File: src/rtl/display_scheduler.sv
// Time-shares one 4-digit hex display between four 16-bit sources,
// with a preempting alert channel and a manual pin-to-source mode.
module display_scheduler #(
  parameter int TICK_DIV    = 100000,
  parameter int DWELL_TICKS = 1000
) (
  input  logic        clk,
  input  logic        rst_n,
  input  logic [63:0] src_data,
  input  logic [3:0]  src_req,
  input  logic        manual_en,
  input  logic [1:0]  manual_sel,
  input  logic        alert_req,
  input  logic [15:0] alert_data,
  output logic [15:0] digits,
  output logic [1:0]  ones_place,
  output logic        enable_dp,
  output logic [3:0]  grant,
  output logic [1:0]  active_src,
  output logic [3:0]  done,
  output logic        alert_ack
);

  localparam int PW =
    (TICK_DIV > 2) ? $clog2(TICK_DIV) : 1;
  localparam int DW =
    (DWELL_TICKS > 2) ? $clog2(DWELL_TICKS) : 1;
  localparam logic [PW-1:0] PMAX = PW'(TICK_DIV - 1);
  localparam logic [DW-1:0] DMAX = DW'(DWELL_TICKS - 1);

  typedef enum logic [1:0] {
    IDLE,
    SHOW,
    ALERT,
    MANUAL
  } state_e;

  state_e      state_q, state_d;
  logic [15:0] digits_q, digits_d;
  logic [3:0]  grant_q, grant_d;
  logic [1:0]  active_q, active_d;
  logic [1:0]  ones_q, ones_d;
  logic        dp_q, dp_d;
  logic [3:0]  done_q, done_d;
  logic        ack_q, ack_d;
  logic [1:0]  rr_q, rr_d;
  logic [1:0]  saved_q, saved_d;
  logic [PW-1:0] presc_q, presc_d;
  logic [DW-1:0] dwell_q, dwell_d;

  logic       tick;
  logic       expiry;
  logic       found;
  logic [1:0] sel;
  logic       count;
  logic       to_alert;
  logic       to_manual;
  logic       to_idle;

  function automatic logic [15:0] word(
    input logic [63:0] d,
    input logic [1:0]  i
  );
    return d[{i, 4'b0000} +: 16];
  endfunction

  assign tick   = (presc_q == PMAX);
  assign expiry = tick && (dwell_q == DMAX);

  // Scan rr+1, rr+2, ... so the last owner is considered last.
  always_comb begin
    logic [1:0] cand;
    cand  = '0;
    found = 1'b0;
    sel   = rr_q;
    for (int k = 1; k <= 4; k++) begin
      cand = rr_q + 2'(k);
      if (!found && src_req[cand]) begin
        found = 1'b1;
        sel   = cand;
      end
    end
  end

  always_comb begin
    state_d   = state_q;
    digits_d  = digits_q;
    grant_d   = grant_q;
    active_d  = active_q;
    ones_d    = ones_q;
    dp_d      = dp_q;
    done_d    = '0;
    ack_d     = 1'b0;
    rr_d      = rr_q;
    saved_d   = saved_q;
    presc_d   = '0;
    dwell_d   = '0;
    count     = 1'b0;
    to_alert  = 1'b0;
    to_manual = 1'b0;
    to_idle   = 1'b0;

    unique case (state_q)
      IDLE: begin
        if (alert_req) begin
          to_alert = 1'b1;
        end else if (manual_en) begin
          to_manual = 1'b1;
        end else if (found) begin
          state_d  = SHOW;
          grant_d  = 4'b0001 << sel;
          active_d = sel;
          ones_d   = sel;
          dp_d     = 1'b1;
          digits_d = word(src_data, sel);
          saved_d  = rr_q;
          rr_d     = sel;
        end else begin
          to_idle = 1'b1;
        end
      end
      SHOW: begin
        if (alert_req) begin
          to_alert = 1'b1;
          if (expiry) done_d[active_q] = 1'b1;
          else        rr_d = saved_q;
        end else if (manual_en) begin
          to_manual = 1'b1;
        end else if (expiry) begin
          to_idle          = 1'b1;
          done_d[active_q] = 1'b1;
        end else if (!src_req[active_q]) begin
          to_idle = 1'b1;
        end else begin
          digits_d = word(src_data, active_q);
          count    = 1'b1;
        end
      end
      ALERT: begin
        if (!alert_req || expiry) begin
          ack_d = alert_req && expiry;
          if (manual_en) to_manual = 1'b1;
          else           to_idle   = 1'b1;
        end else begin
          digits_d = alert_data;
          count    = 1'b1;
        end
      end
      MANUAL: begin
        if (alert_req)      to_alert  = 1'b1;
        else if (manual_en) to_manual = 1'b1;
        else                to_idle   = 1'b1;
      end
      default: to_idle = 1'b1;
    endcase

    if (count) begin
      presc_d = tick ? '0 : presc_q + 1'b1;
      dwell_d = tick ? dwell_q + 1'b1 : dwell_q;
    end

    if (to_alert) begin
      state_d  = ALERT;
      grant_d  = '0;
      dp_d     = 1'b0;
      digits_d = alert_data;
    end
    if (to_manual) begin
      state_d  = MANUAL;
      grant_d  = '0;
      active_d = manual_sel;
      ones_d   = manual_sel;
      dp_d     = 1'b1;
      digits_d = word(src_data, manual_sel);
    end
    if (to_idle) begin
      state_d = IDLE;
      grant_d = '0;
      dp_d    = 1'b0;
    end
  end

  always_ff @(posedge clk or negedge rst_n) begin
    if (!rst_n) begin
      state_q  <= IDLE;
      digits_q <= '0;
      grant_q  <= '0;
      active_q <= '0;
      ones_q   <= '0;
      dp_q     <= 1'b0;
      done_q   <= '0;
      ack_q    <= 1'b0;
      rr_q     <= 2'd3;
      saved_q  <= 2'd3;
      presc_q  <= '0;
      dwell_q  <= '0;
    end else begin
      state_q  <= state_d;
      digits_q <= digits_d;
      grant_q  <= grant_d;
      active_q <= active_d;
      ones_q   <= ones_d;
      dp_q     <= dp_d;
      done_q   <= done_d;
      ack_q    <= ack_d;
      rr_q     <= rr_d;
      saved_q  <= saved_d;
      presc_q  <= presc_d;
      dwell_q  <= dwell_d;
    end
  end

  assign digits     = digits_q;
  assign ones_place = ones_q;
  assign enable_dp  = dp_q;
  assign grant      = grant_q;
  assign active_src = active_q;
  assign done       = done_q;
  assign alert_ack  = ack_q;

endmodule
File: config.mk
export PLATFORM = sky130hd
export DESIGN_NAME = display_scheduler
export DESIGN_NICKNAME = d
export VERILOG_FILES = /design/src/rtl/display_scheduler.sv
export SDC_FILE = /design/constraint.sdc
export NUM_CORES = 1
export LEC_CHECK = 0
export BUFFER_PORTS_ARGS = -buffer_cell sky130_fd_sc_hd__buf_2
export CORE_MARGIN = 2
export CORE_UTILIZATION = 33
export DETAILED_ROUTE_END_ITERATION = 8
export SLEW_MARGIN = 10
export SYNTH_ARGS = -nofsm -noshare
export SYNTH_HDL_FRONTEND = slang
export SYNTH_SLANG_ARGS = --single-unit
File: constraint.sdc
create_clock -name clk -period 3.2 [get_ports clk]
set_input_delay 0.16 -clock clk [delete_from_list [all_inputs] [get_ports clk]]
set_output_delay 0.16 -clock clk [all_outputs]
set_load 0.02 [all_outputs]
==> out/metrics.csv <==
stage,metric,value,unit
clocking,worst skew pair latency,0.33,ns
sta,final hold viol count,0,
yosys,synth top area cells,"dfrtp_1, mux4_2, a21oi_1",
power,Logic pwr share,44.2,%
drt,routed wl met3,1310,µm
die,core area,15200,µm²
cells_and_area,fraction of layout cells with a size suffix above 1,28.3,%
yosys,simple-gate share of the synthesized area,25.1,%
drt,wire length on met1,7280,µm
clocking,"Reg clk slew, reported paths",0.06,ns
yosys,Yosys cell types,55,
power,sw power,0.00164,W
global_route,GRT overflow,0,
die,Rows,45,
sta,RSZ-0062 raised after global routing,false,
place,placed cell areas,5900,µm²
sta,Final Cycle Share,91.9,%
sta,relative slew slack,44.9,%
yosys,Synth async-reset ratio,100,%
clocking,clk root buf,clkbuf_16,
sta,Sum Neg Setup Slack,0,ns
cells_and_area,Ant. Diodes,0,
run,max_cap viols,0,
clocking,# hold bufs at CTS,0,
power,power density over cell area,648,nW/µm²
global_route,largest net degree at the start of global routing,84,
power,Sequential Power Share,26.5,%
global_route,number of global-route vias before repair,4920,
power,Total Power,0.00405,W
yosys,top-area cell type share of the netlist area,27.7,%
global_route,gr usage total,19.7,%
die,Die Span Y,129,µm
drt,final WL,17100,µm
sta,final setup vio count,0,
yosys,number of synthesized flops with an enable pin,0,
worst_hold_path,Worst Hold Class,input port to asynchronous set/reset pin,
drt,1st-pass router iterations,5,
status,status,"complete, no violations",
drt,Vias/cell,6.09,
yosys,Seq cells post-synth,61,
power,largest vdd supply drop,0.337,mV
setup_path,R2R Setup Slk,0.26,ns
die,initial core utilization,33.9,%
clocking,post_cts resized,0,
die,Ports,120,
cells_and_area,"Design Area, Final",6260,µm²
setup_path,type of element capturing the critical path,flip-flop,
power,Clk pwr share,29.2,%
cells_and_area,Fill cells,1503,
cells_and_area,area grow syn2layout,21.6,%
setup_path,CP required,3.39,ns
yosys,Synth Area in Adders,1.46,%
drt,Routed WL per cell,19.2,µm
yosys,fraction of the yosys area taken by sequential cells,29.7,%
yosys,XOR/XNOR Fraction of Synth Area,2.72,%
yosys,Mapped Area,5150,µm²
clocking,CTS tree,done,
yosys,dominant synthesized flop cell,dfrtp_1,
sta,pins over their slew limit,0,
setup_path,CP max FO,21,
clocking,maximum buffer depth of the clock tree,2,
power,sw frac,40.3,%
drt,Post-DRT Antenna Nets,0,
sta,Final Skew,0.00884,ns
power,Pleak,2.60,nW
global_route,initial antenna violation count,0,
cells_and_area,"commonest non-fill, non-tap cell in the layout",buf_2,
yosys,gate count of the mapped netlist,608,
yosys,mux contribution to synthesized area,11.4,%
setup_path,Crit Path Class,flip-flop to flip-flop,
place,DP HPWL,11500,µm
cells_and_area,most frequent cells in the layout,"buf_2, a21oi_1, dfrtp_1",
drt,highest routed layer,met4,
drt,DR DRC count,0,
sta,minimum clock period,2.94,ns
global_route,global-route wire length before repair,26000,µm
setup_path,crit path DAT,3.13,ns
setup_path,startpoint types,flip-flop,
die,Die Width,129,µm
clocking,CTS buffer count,9,
clocking,H-tree depth,3,
place,RD Place Congestion,0.862,
drt,Vias,5416,
yosys,Compound-Gate Fraction of Synth Area,24.1,%
place,buffers added on ports,119,
power,cell internal pwr,0.00242,W
sta,Tightest Pin Transition,0.827,ns
yosys,main combinational cell family by area after synthesis,simple AND/OR/NAND/NOR gates,
yosys,cell taking the most area after synthesis,dfrtp_1,
die,die area,16600,µm²
drt,DR WL met2,8130,µm
yosys,Synthesized Nets,704,
cells_and_area,Final nets,793,
clocking,post-CTS setup buffers,0,
yosys,YS warnings,0,
drt,Starting DRT DRC Count,659,
clocking,# clock sinks,61,
yosys,Synth Area per Inst,8.47,µm²
sta,f_max,0.340,GHz
[cell type report]
class / count / area [µm²] / area share (%)
Sequential cell: 61 / 1530 / 24.5
Timing Repair Buffer: 134 / 721 / 11.5
Clock inverter: 5 / 106 / 1.70
Tap cell: 188 / 235 / 3.76
Inverter: 10 / 37.5 / 0.600
Multi-Input combinational cell: 481 / 3370 / 53.9
Clock buffer: 11 / 253 / 4.04
[cells by family after synthesis]
kind of cell             Yosys count
AND/OR/NAND/NOR                  233
AO/OA/AOI/OAI                    190
buffers and inverters             66
flip-flops                        61
multiplexers                      36
XOR/XNOR                          16
adder cells (fa/ha/maj)            6
[state kept, by name, indices dropped and copies added (netlist names)]
| register | count |
|---|---|
| digits | 16 |
| grant | 4 |
| alert_ack | 1 |
| done | 4 |
| saved_q | 2 |
| presc_q | 17 |
| state_q | 2 |
| dwell_q | 10 |
| enable_dp | 1 |
| ones_place | 2 |
| rr_q | 2 |
[through the flow]
stage,setup WS [ns],util (%),cells,hold WS [ns]
floorplan,0.751,-,608,-0.136
global placement,0.519,38.8,874,0.393
detailed placement,0.322,38.8,874,0.404
CTS,0.314,41.2,890,0.0491
global route,0.0270,41.2,890,0.0853
finish,0.260,41.2,890,0.0189
[synth_stat cells (11+ instances only)]
library cell,instances
a21oi_1,78
dfrtp_1,57
nand2_1,55
nor2_1,49
and3_1,34
clkbuf_1,33
a2111oi_0,32
o21ai_0,25
a31oi_1,19
mux4_2,18
nor2b_1,18
buf_2,16
mux2i_1,16
a211o_1,15
nand3_1,11
[final timing paths]
kind | start | end | depth (start not counted)
hold reg to reg | presc_q[0]$_DFF_PN0_ | presc_q[0]$_DFF_PN0_ | 1
min in group clk | alert_req | alert_ack$_DFF_PN0_ | 3
max in group asynchronous | rst_n | ones_place[0]$_DFFE_PN0P_ | 2
hold / removal | rst_n | digits[13]$_DFFE_PN0P_ | 2
setup reg to reg | rr_q[1]$_DFFE_PN1P_ | digits[3]$_DFFE_PN0P_ | 7
setup / recovery | rr_q[1]$_DFFE_PN1P_ | digits[3]$_DFFE_PN0P_ | 7
[power by group through the flow]
stage / logic (W) / clock network, W / registers [W]
after floorplan: 0.00112 / 0 / 0.00115
after global placement: 0.00170 / 0 / 0.00108
after detailed placement: 0.00177 / 0 / 0.00109
after CTS: 0.00177 / 0.00120 / 0.00108
after global routing: 0.00194 / 0.00123 / 0.00110
final: 0.00179 / 0.00118 / 0.00108
[critical path, stage by stage (launching register included)]
cell and delay (ns):
dfstp_2 0.61, nand2_1 0.13, a31oi_4 0.53, nand2_1 0.43
buf_4 0.32, a2111oi_0 0.48, or4b_2 0.23, a31oi_1 0.07
[layer usage]
| metal | vias to the layer above | track usage, % |
|---|---|---|
| met4 | 0 | 7.48 |
| met5 | - | 0 |
| met1 | 2619 | 26.4 |
| met3 | 37 | 3.20 |
| li1 | 2486 | - |
| met2 | 274 | 32.1 |
Power figures use the tool's default switching activity.
